--- src/rtl/mem_pkg.sv ---
// Shared definitions for the memory-stage load/store unit.
//   - RV32I load/store funct3 encodings
//   - data-memory access-size codes
//   - FSM state type
//   - default data-memory window
package mem_pkg;

  localparam logic [31:0] MEM_BASE_DEFAULT  = 32'h0100_0000;
  localparam int unsigned MEM_DEPTH_DEFAULT = 1048576;

  localparam logic [2:0] F3_LB  = 3'd0;
  localparam logic [2:0] F3_LH  = 3'd1;
  localparam logic [2:0] F3_LW  = 3'd2;
  localparam logic [2:0] F3_LBU = 3'd4;
  localparam logic [2:0] F3_LHU = 3'd5;
  localparam logic [2:0] F3_SB  = 3'd0;
  localparam logic [2:0] F3_SH  = 3'd1;
  localparam logic [2:0] F3_SW  = 3'd2;

  localparam logic [1:0] ACC_BYTE = 2'b00;
  localparam logic [1:0] ACC_HALF = 2'b01;
  localparam logic [1:0] ACC_WORD = 2'b10;

  typedef enum logic {IDLE, SPLIT} state_e;

  // Byte count of an access from funct3[1:0].
  function automatic logic [2:0] acc_bytes(input logic [1:0] f3_lo);
    case (f3_lo)
      2'd0:    return 3'd1;
      2'd1:    return 3'd2;
      default: return 3'd4;
    endcase
  endfunction

  function automatic logic [1:0] acc_size(input logic [1:0] f3_lo);
    case (f3_lo)
      2'd0:    return ACC_BYTE;
      2'd1:    return ACC_HALF;
      default: return ACC_WORD;
    endcase
  endfunction

endpackage

--- src/rtl/mem_load_extend.sv ---
// Load-data extender (combinational).
//   funct3_i : load funct3 (LB/LH/LW/LBU/LHU)
//   raw_i    : raw little-endian load data, right-aligned
//   data_o   : sign- or zero-extended 32-bit result
module mem_load_extend
  import mem_pkg::*;
(
  input  logic [2:0]  funct3_i,
  input  logic [31:0] raw_i,
  output logic [31:0] data_o
);

  always_comb begin
    data_o = raw_i;
    case (funct3_i)
      F3_LB:   data_o = {{24{raw_i[7]}}, raw_i[7:0]};
      F3_LH:   data_o = {{16{raw_i[15]}}, raw_i[15:0]};
      F3_LBU:  data_o = {24'h0, raw_i[7:0]};
      F3_LHU:  data_o = {16'h0, raw_i[15:0]};
      default: data_o = raw_i;
    endcase
  end

endmodule

--- src/rtl/mem_access_unit.sv ---
// Memory-stage load/store unit.
// Accepts one load/store per handshake (req_*), drives the byte-addressed data memory (mem_*),
// splits misaligned accesses into one byte access per cycle while holding stall, and registers
// the retired result onto the MEM/WB boundary (wb_*).
//   clock/reset : rising-edge clock, asynchronous active-high reset
//   req_*       : request from EX/MEM; req_ready is high only in IDLE
//   mem_*       : data-memory address/data/write-enable/size; mem_data_out is a combinational read
//   stall       : freezes IF/ID/EX during a split access
//   wb_*        : one-cycle retire pulse with load result or fault flag
module mem_access_unit
  import mem_pkg::*;
#(
  parameter logic [31:0] MEM_BASE  = MEM_BASE_DEFAULT,
  parameter int unsigned MEM_DEPTH = MEM_DEPTH_DEFAULT
) (
  input  logic        clock,
  input  logic        reset,
  input  logic        req_valid,
  output logic        req_ready,
  input  logic        req_load,
  input  logic        req_store,
  input  logic [2:0]  req_funct3,
  input  logic [31:0] req_addr,
  input  logic [31:0] req_wdata,
  input  logic [4:0]  req_rd,
  output logic [31:0] mem_address,
  output logic [31:0] mem_data_in,
  output logic        mem_read_write,
  output logic [1:0]  mem_access_size,
  input  logic [31:0] mem_data_out,
  output logic        stall,
  output logic        wb_valid,
  output logic        wb_we,
  output logic [4:0]  wb_rd,
  output logic [31:0] wb_data,
  output logic        wb_fault
);

  localparam logic [32:0] MemLimit = 33'(MEM_BASE) + 33'(MEM_DEPTH);

  state_e      state_q;
  logic [31:0] addr_q, wdata_q, buf_q, buf_d;
  logic [2:0]  funct3_q;
  logic        store_q;
  logic [4:0]  rd_q;
  logic [1:0]  k_q;

  logic [2:0]  n_bytes;
  logic [32:0] end_addr;
  logic        illegal_f3, fault, misaligned, accept, split_last;
  logic [2:0]  ext_funct3;
  logic [31:0] ext_raw, ext_data;

  assign n_bytes    = acc_bytes(req_funct3[1:0]);
  assign end_addr   = {1'b0, req_addr} + 33'(n_bytes);
  assign illegal_f3 = req_load ? (req_funct3 == 3'd3 || req_funct3 >= 3'd6)
                               : (req_funct3 >= 3'd3);
  // Range check is done 33 bits wide so an access running past 2^32 cannot wrap into range.
  assign fault      = (req_load == req_store) || illegal_f3 || (req_addr < MEM_BASE) ||
                      (end_addr > MemLimit);
  assign misaligned = (n_bytes == 3'd2 && req_addr[0]) || (n_bytes == 3'd4 && |req_addr[1:0]);
  assign accept     = req_valid && (state_q == IDLE);
  assign split_last = (k_q == ((funct3_q[1:0] == 2'd1) ? 2'd1 : 2'd3));

  assign req_ready  = (state_q == IDLE);
  assign stall      = (state_q == SPLIT);

  // Buffer with the byte arriving this cycle merged in; the final byte's edge retires this value.
  always_comb begin
    buf_d = buf_q;
    buf_d[{k_q, 3'b000} +: 8] = mem_data_out[7:0];
  end

  assign ext_funct3 = (state_q == SPLIT) ? funct3_q : req_funct3;
  assign ext_raw    = (state_q == SPLIT) ? buf_d : mem_data_out;

  mem_load_extend u_extend (
    .funct3_i (ext_funct3),
    .raw_i    (ext_raw),
    .data_o   (ext_data)
  );

  always_comb begin
    mem_address     = MEM_BASE;
    mem_data_in     = 32'h0;
    mem_read_write  = 1'b0;
    mem_access_size = ACC_WORD;
    if (state_q == SPLIT) begin
      mem_address     = addr_q + 32'(k_q);
      mem_access_size = ACC_BYTE;
      mem_read_write  = store_q;
      mem_data_in     = {24'h0, wdata_q[{k_q, 3'b000} +: 8]};
    end else if (accept && !fault) begin
      mem_address    = req_addr;
      mem_read_write = req_store;
      if (misaligned) begin
        // Byte 0 of a split access goes out straight from the live request.
        mem_access_size = ACC_BYTE;
        mem_data_in     = {24'h0, req_wdata[7:0]};
      end else begin
        mem_access_size = acc_size(req_funct3[1:0]);
        mem_data_in     = req_wdata;
      end
    end
  end

  always_ff @(posedge clock or posedge reset) begin
    if (reset) begin
      state_q  <= IDLE;
      addr_q   <= '0;
      wdata_q  <= '0;
      buf_q    <= '0;
      funct3_q <= '0;
      store_q  <= 1'b0;
      rd_q     <= '0;
      k_q      <= '0;
      wb_valid <= 1'b0;
      wb_we    <= 1'b0;
      wb_rd    <= '0;
      wb_data  <= '0;
      wb_fault <= 1'b0;
    end else begin
      wb_valid <= 1'b0;
      wb_we    <= 1'b0;
      wb_fault <= 1'b0;
      case (state_q)
        IDLE: begin
          if (accept) begin
            if (fault) begin
              wb_valid <= 1'b1;
              wb_fault <= 1'b1;
              wb_rd    <= '0;
              wb_data  <= '0;
            end else if (misaligned) begin
              state_q  <= SPLIT;
              addr_q   <= req_addr;
              wdata_q  <= req_wdata;
              funct3_q <= req_funct3;
              store_q  <= req_store;
              rd_q     <= req_rd;
              k_q      <= 2'd1;
              buf_q    <= {24'h0, mem_data_out[7:0]};
            end else begin
              wb_valid <= 1'b1;
              wb_we    <= req_load;
              wb_rd    <= req_load ? req_rd : 5'd0;
              wb_data  <= req_load ? ext_data : 32'h0;
            end
          end
        end
        SPLIT: begin
          buf_q <= buf_d;
          if (split_last) begin
            state_q  <= IDLE;
            wb_valid <= 1'b1;
            wb_we    <= !store_q;
            wb_rd    <= store_q ? 5'd0 : rd_q;
            wb_data  <= store_q ? 32'h0 : ext_data;
          end else begin
            k_q <= k_q + 2'd1;
          end
        end
      endcase
    end
  end

endmodule

--- config.mk ---
export PLATFORM = sky130hd
export DESIGN_NAME = mem_access_unit
export DESIGN_NICKNAME = d
export VERILOG_FILES = /design/src/rtl/mem_pkg.sv /design/src/rtl/mem_load_extend.sv /design/src/rtl/mem_access_unit.sv
export SDC_FILE = /design/constraint.sdc
export NUM_CORES = 1
export LEC_CHECK = 0
export ABC_AREA = 0
export CORE_ASPECT_RATIO = 1.2
export CORE_UTILIZATION = 50
export CTS_CLUSTER_SIZE = 30
export DETAILED_ROUTE_END_ITERATION = 12
export GPL_TIMING_DRIVEN = 0
export HOLD_SLACK_MARGIN = 0.05
export PLACE_DENSITY_LB_ADDON = 0.25
export SLEW_MARGIN = 25
export SYNTH_ARGS = -nofsm -noshare
export SYNTH_HDL_FRONTEND = slang
export SYNTH_SLANG_ARGS = --single-unit
export TNS_END_PERCENT = 10
--- constraint.sdc ---
create_clock -name clock -period 7.1 [get_ports clock]
set_input_delay 1.42 -clock clock [delete_from_list [all_inputs] [get_ports clock]]
set_output_delay 1.42 -clock clock [all_outputs]
set_load 0.02 [all_outputs]
Word level (Yosys, flattened, before mapping)
Index checks and enable logic that the tools add are counted.
{ "word_totals": {"reg_bits": 148, "latch_bits": 0, "ramBits": 0, "romBits": 0, "input_bits": 109, "out_inout_bits": 109, "elab_cells": 119, "mem_count": 0} }
{ "classes": {"addsub": 4, "mul": 0, "div": 0, "magnitude_cmp": 4, "eq_ne": 16, "shift": 3, "n_mux": 59, "bitwise_logic": 2, "reduce_logical": 18} }
{ "op_table": {"columns": ["operator", "n"], "rows": [
  ["2-to-1 mux 32 bit", 15],
  ["one-hot mux 32 bit (2 select lines)", 2],
  ["one-hot mux 32 bit (4 select lines)", 1],
  ["adder 32 x 3 -> 33 bit", 1],
  ["> comparator 33 x 25 -> 1 bit (second input constant)", 1],
  ["adder 32 x 2 -> 32 bit", 1],
  ["bitwise mux 32 bit", 1],
  ["< comparator 32 x 25 -> 1 bit (second input constant)", 1],
  ["variable shift 8 x 7 -> 32 bit (first input constant)", 1],
  ["indexed part select 32 x 6 -> 8 bit", 1],
  ["indexed part select 8 x 7 -> 32 bit", 1],
  ["2-to-1 mux 5 bit", 6],
  ["2-to-1 mux 1 bit", 18],
  ["2-to-1 mux 2 bit", 8],
  ["one-hot mux 5 bit (2 select lines)", 1],
  ["equality test 3 bit (second input constant)", 3],
  ["one-hot mux 2 bit (2 select lines)", 2],
  ["AND reduction 4 bit", 2],
  ["negation 5 -> 7 bit", 1],
  ["equality test 3 x 2 -> 1 bit (second input constant)", 2],
  ["!= test 2 x 1 -> 1 bit (second input constant)", 3],
  ["one-hot mux 1 bit (2 select lines)", 3],
  ["one-hot mux 3 bit (2 select lines)", 1],
  ["AND reduction 3 bit", 2],
  ["other kinds (17)", 28]
]} }

Longest topological paths before layout
Gate-level depths: netlist (run 1).
{ "depth": {"ltp_word": 10, "mapped_depth": 17} }

Cells and area by module
A second synthesis (run 1) with hierarchy kept.
{ "hier_totals": {"cells_unflattened": 947, "area_unflattened_um2": 9303.9} }
{ "modules_own_cells": {"columns": ["mod", "n_inst", "cells_each", "area_each_um2", "seq_area_each_um2"], "rows": [
  ["mem_access_unit", 1, 880, 8948.6, 3703.6],
  ["mem_load_extend", 1, 67, 355.3, 0.0]
]} }

Worst setup path after synthesis (run 1)
No wires, ideal clock.
{ "synth_timing": {"path_type": "input to output", "start": "input port req_funct3[1]", "end": "output port mem_data_in[11]", "arrival_ns": 5.049, "required_ns": 5.680, "slack_ns": 0.631, "cell_stages": 15, "path_buffers": 3, "cell_sequence": "clkbuf_1 -> nor2_1 -> ha_1 -> inv_1 -> fa_1 -> nor2b_1 -> clkbuf_1 -> o2111ai_2 -> nor4_1 -> xnor2_1 -> o22a_1 -> or4b_1 -> nor4_1 -> clkbuf_1 -> and2_1"} }
{ "synth_via": {"elab_chain_cells": 10, "elab_cells_between_ends": 23, "cone_classes": "add/sub (1); order compare (3); eq/ne (4); mux (5); reduce/logical (10)"} }
{ "synth_rtl": {"columns": ["element", "line", "text"], "rows": [
  ["start: declaration", "mem_access_unit.sv:22", "input logic [2:0] req_funct3,"],
  ["branches (longest 8 deep; another with adder 32 x 3 -> 33 bit)", null, null],
  ["2-to-1 mux 32 bit *", "mem_access_unit.sv:93", "end else if (accept && !fault) begin"],
  ["2-to-1 mux 32 bit *", "mem_access_unit.sv:88", "if (state_q == SPLIT) begin"],
  ["end: declaration", "mem_access_unit.sv:27", "output logic [31:0] mem_data_in,"]
]} }
Mark *: on every way between the ends.

Worst setup path after layout (run 1)
{ "layout_timing": {"start": "input port req_funct3[0]", "end": "output port mem_data_in[15]"} }
Same word-level chain as after synthesis.

==> flow_summary_export.csv, run 1 <==
group,metric,value,unit
power_and_ir_drop,power,1.87,mW
clocking,cts_root_buffer,"clkbuf_16",
place,port_buffers,203,
logic_synthesis,synth_area,8480,um2
place,dp_hpwl,19.0,mm
sta,hold_slack,0.463,ns
floorplan,start_util,0.517,
layout,nFillCells,1329,
worst_setup_path,critPathKind,"in2out",
worst_hold_path,worstHoldEndpoint,"wdata_q[29]",
logic_synthesis,synth_edf_count,0,
drt,drt-initial-drc-count,568,
sta,finalCritPeriodShare,0.982,
logic_synthesis,ys.warnings.count,0,
clocking,cts_num_sinks,148,
clocking,cts-hold-fix-buffers,0,
logic_synthesis,syn_inst,986,
sta,hold_viol,0,
power_and_ir_drop,intPower,1.40,mW
drt,final_antenna_net_count,0,
clocking,htree_levels,4,
sta,skew,0.00668,ns
grt,antenna_found_initial,1,
power_and_ir_drop,powerDensity,164,nW/um2
worst_hold_path,hold_start,"wdata_q[29]",
sta,rsz0062_at_grt,"true",
sta,setup_viol,0,
place,placed_cells,1403,
grt,overflow,0,
worst_setup_path,cp_max_fo,10,
logic_synthesis,synth_area_per_cell,8.60,um2
floorplan,die_y,145,um
sta,fmax,0.143,GHz
power_and_ir_drop,p_leak,5.23,nW
drt,wl_met3,1.73,mm
sta,fin_crit,6.97,ns
worst_setup_path,rr_worst_depth,10,
logic_synthesis,ys_seq_area_frac,0.437,
sta,tightestPinTransition,0.944,ns
drt,via_per_inst,5.79,
logic_synthesis,async_flop_share,1.00,
flow_run,drv_cap,0,
logic_synthesis,synthDistinctLibCells,68,
drt,drc,0,
logic_synthesis,synth_fp_nets,1107,
power_and_ir_drop,irDropWorstVdd,185,uV
sta,finalMaxSlewViolations,0,
place,place.gp.congestion,0.900,
clocking,cts_tree,"yes",
logic_synthesis,synthFlopType,"dfrtp_1",
worst_setup_path,required,5.68,ns
power_and_ir_drop,sw_frac_of_total,0.256,
power_and_ir_drop,power_frac_clock,0.444,
worst_setup_path,worst_setup_path_start_kind,"input pin",
drt,wl_per_cell,18.1,um
drt,detail_route.first_pass.iterations,5,
clocking,cts_made_buffers,17,
logic_synthesis,synth_seq_cells,148,
clocking,clockBufferDepth,2,
floorplan,pin_count,218,
power_and_ir_drop,seqPwrFrac,0.458,
layout,drive_above_1_share,0.0856,
worst_setup_path,ff2ff_setup_slack,3.55,ns
drt,route.met2.wl,12.7,mm
worst_setup_path,worstReg2RegStart,"k_q[1]",
sta,timing.max_slew.rel_slack,0.371,
floorplan,num_rows,51,
worst_hold_path,whs_path_depth,2,
power_and_ir_drop,switchingPower,0.479,mW
drt,wl_met1,10.3,mm
grt,grt_usage,0.307,
layout,layoutNonFillerInstCount,1439,
clocking,clk_pin_slew,0.06,ns
worst_setup_path,end_kind,"output pin",
drt,wl,26.0,mm
layout,final_cell_mix,"nand2_1 (262), dfrtp_1 (148), clkdlybuf4s50_1 (142)",
clocking,clock_latency,0.42,ns
worst_hold_path,hold_path_class,"reg2reg",
layout,final_common_cell,"nand2_1",
floorplan,dieArea,17500,um2
drt,vias,8325,
grt,grt_first_pass_wirelength,41.0,mm
worst_setup_path,reg2reg_to,"wb_data[18]",
grt,grt_pass1_vias,8175,
outcome,status,"completed",
layout,nets,1334,
power_and_ir_drop,combPwrFrac,0.098,
grt,grt_max_degree,76,
worst_setup_path,cp_data_arrival_time,5.55,ns
layout,area_growth_syn_to_layout,34.9,%
floorplan,core_area,16400,um2
floorplan,die_x,121,um
drt,top_layer,"met4",
registers in the layout, indices dropped and copies added, names as in the netlist:
signal,count
wb_data,32
k_q,2
wb_valid,1
wb_fault,1
rd_q,5
wb_we,1
buf_q,32
funct3_q,3
wb_rd,5
wdata_q,32
store_q,1
stall,1
addr_q,32
power by group through the flow:
stage / Clock, mW / Combinational, mW / Sequential (mW)
floorplan: 0 / 0.0739 / 0.877
global placement: 0 / 0.174 / 0.874
detailed placement: 0 / 0.180 / 0.874
CTS: 0.834 / 0.182 / 0.858
global route: 0.871 / 0.199 / 0.859
finish: 0.832 / 0.184 / 0.858
stage by stage:
stage	setup TNS [ns]	instance area (um2)	util	setup slack (ns)
final	0	11400	0.697	0.129
after global routing	-2.48	11400	0.697	-0.120
after CTS	-0.437	11400	0.695	-0.154
after detailed placement	-62.81	10800	0.661	-1.36
after global placement	-118.20	10800	0.657	-1.67
after floorplan	0	8480	-	0.631
metal layers:
layer / GRT usage / vias up
met3: 0.0607 / 80
met1: 0.367 / 3959
met2: 0.518 / 353
met4: 0.168 / 0
li1: - / 3933
met5: 0 / -
layout make-up:
type	instances	area, um2	share of cell area
antenna	1	2.50	0.000219
sequential	148	3700	0.324
clock buffer	19	443	0.0387
clock inverter	13	98.8	0.00864
timing repair buffer	208	2020	0.177
inverter	25	101	0.00886
buffer	59	272	0.0237
tap	212	265	0.0232
multi-input combinational	754	4530	0.396
critical path, cell delays in order:
cell,delay (ns)
dlygate4sd2_1,0.39
nor2_2,0.20
ha_1,0.21
inv_1,0.06
fa_1,0.43
nor2b_1,0.12
clkbuf_2,0.21
o21ai_0,0.12
or4b_1,0.53
and3_1,0.22
or4b_4,0.54
nor4_4,0.22
buf_4,0.18
clkbuf_2,0.21
and2_1,0.15
dlygate4sd2_1,0.33
synth_stat cells, types with 10 or more instances:
master | number | area share
o21ai_1 | 14 | 0.0083
xor2_1 | 16 | 0.017
nand4_1 | 11 | 0.0081
inv_1 | 21 | 0.0093
ha_1 | 10 | 0.015
o21ai_0 | 77 | 0.045
dfrtp_1 | 148 | 0.44
nand2_1 | 262 | 0.12
and3_1 | 14 | 0.010
nor3_1 | 13 | 0.0077
nor2_1 | 52 | 0.023
a21oi_1 | 36 | 0.021
clkbuf_1 | 33 | 0.015
and2_1 | 35 | 0.026
buf_2 | 18 | 0.011
xnor2_1 | 21 | 0.022
nand3_1 | 23 | 0.014
a22o_1 | 41 | 0.042
a221o_1 | 18 | 0.021
cells by family after synthesis:
logic type                 share of synthesized area
adders and majority gates                     0.0195
AOI/OAI and AO/OA                              0.201
DFF                                            0.437
xor gates and xnor gates                      0.0382
muxes                                         0.0263
and+or+nand+nor                                0.238
buffers and inverters                         0.0403
repair_timing:
action / CTS / global route
resized for setup: 75 / 50
buffers inserted: 3 / 0
pin swaps: 2 / 2
endpoints found under the setup margin: 59 / 58
gates cloned: 0 / 0
how the worst max path moves through the flow:
stage                  start         endpoint  depth (start not counted)
2_1_floorplan  req_funct3[1]  mem_data_in[11]                         15
3_3_place_gp   req_funct3[0]  mem_data_in[26]                         16
3_5_place_dp   req_funct3[0]  mem_data_in[29]                         16
4_1_cts        req_funct3[0]   mem_address[8]                         17
5_1_grt        req_funct3[0]  mem_data_in[15]                         16
6_report       req_funct3[0]  mem_data_in[15]                         16
Note: power is estimated with default switching activity, not from simulation.
==> run 2, diff against run 1 <==
Settings changed: CTS_CLUSTER_SIZE 30 to unset.
==> results of run 2 <==
No change in the layout: final DEF, timing and power equal those of run 1.
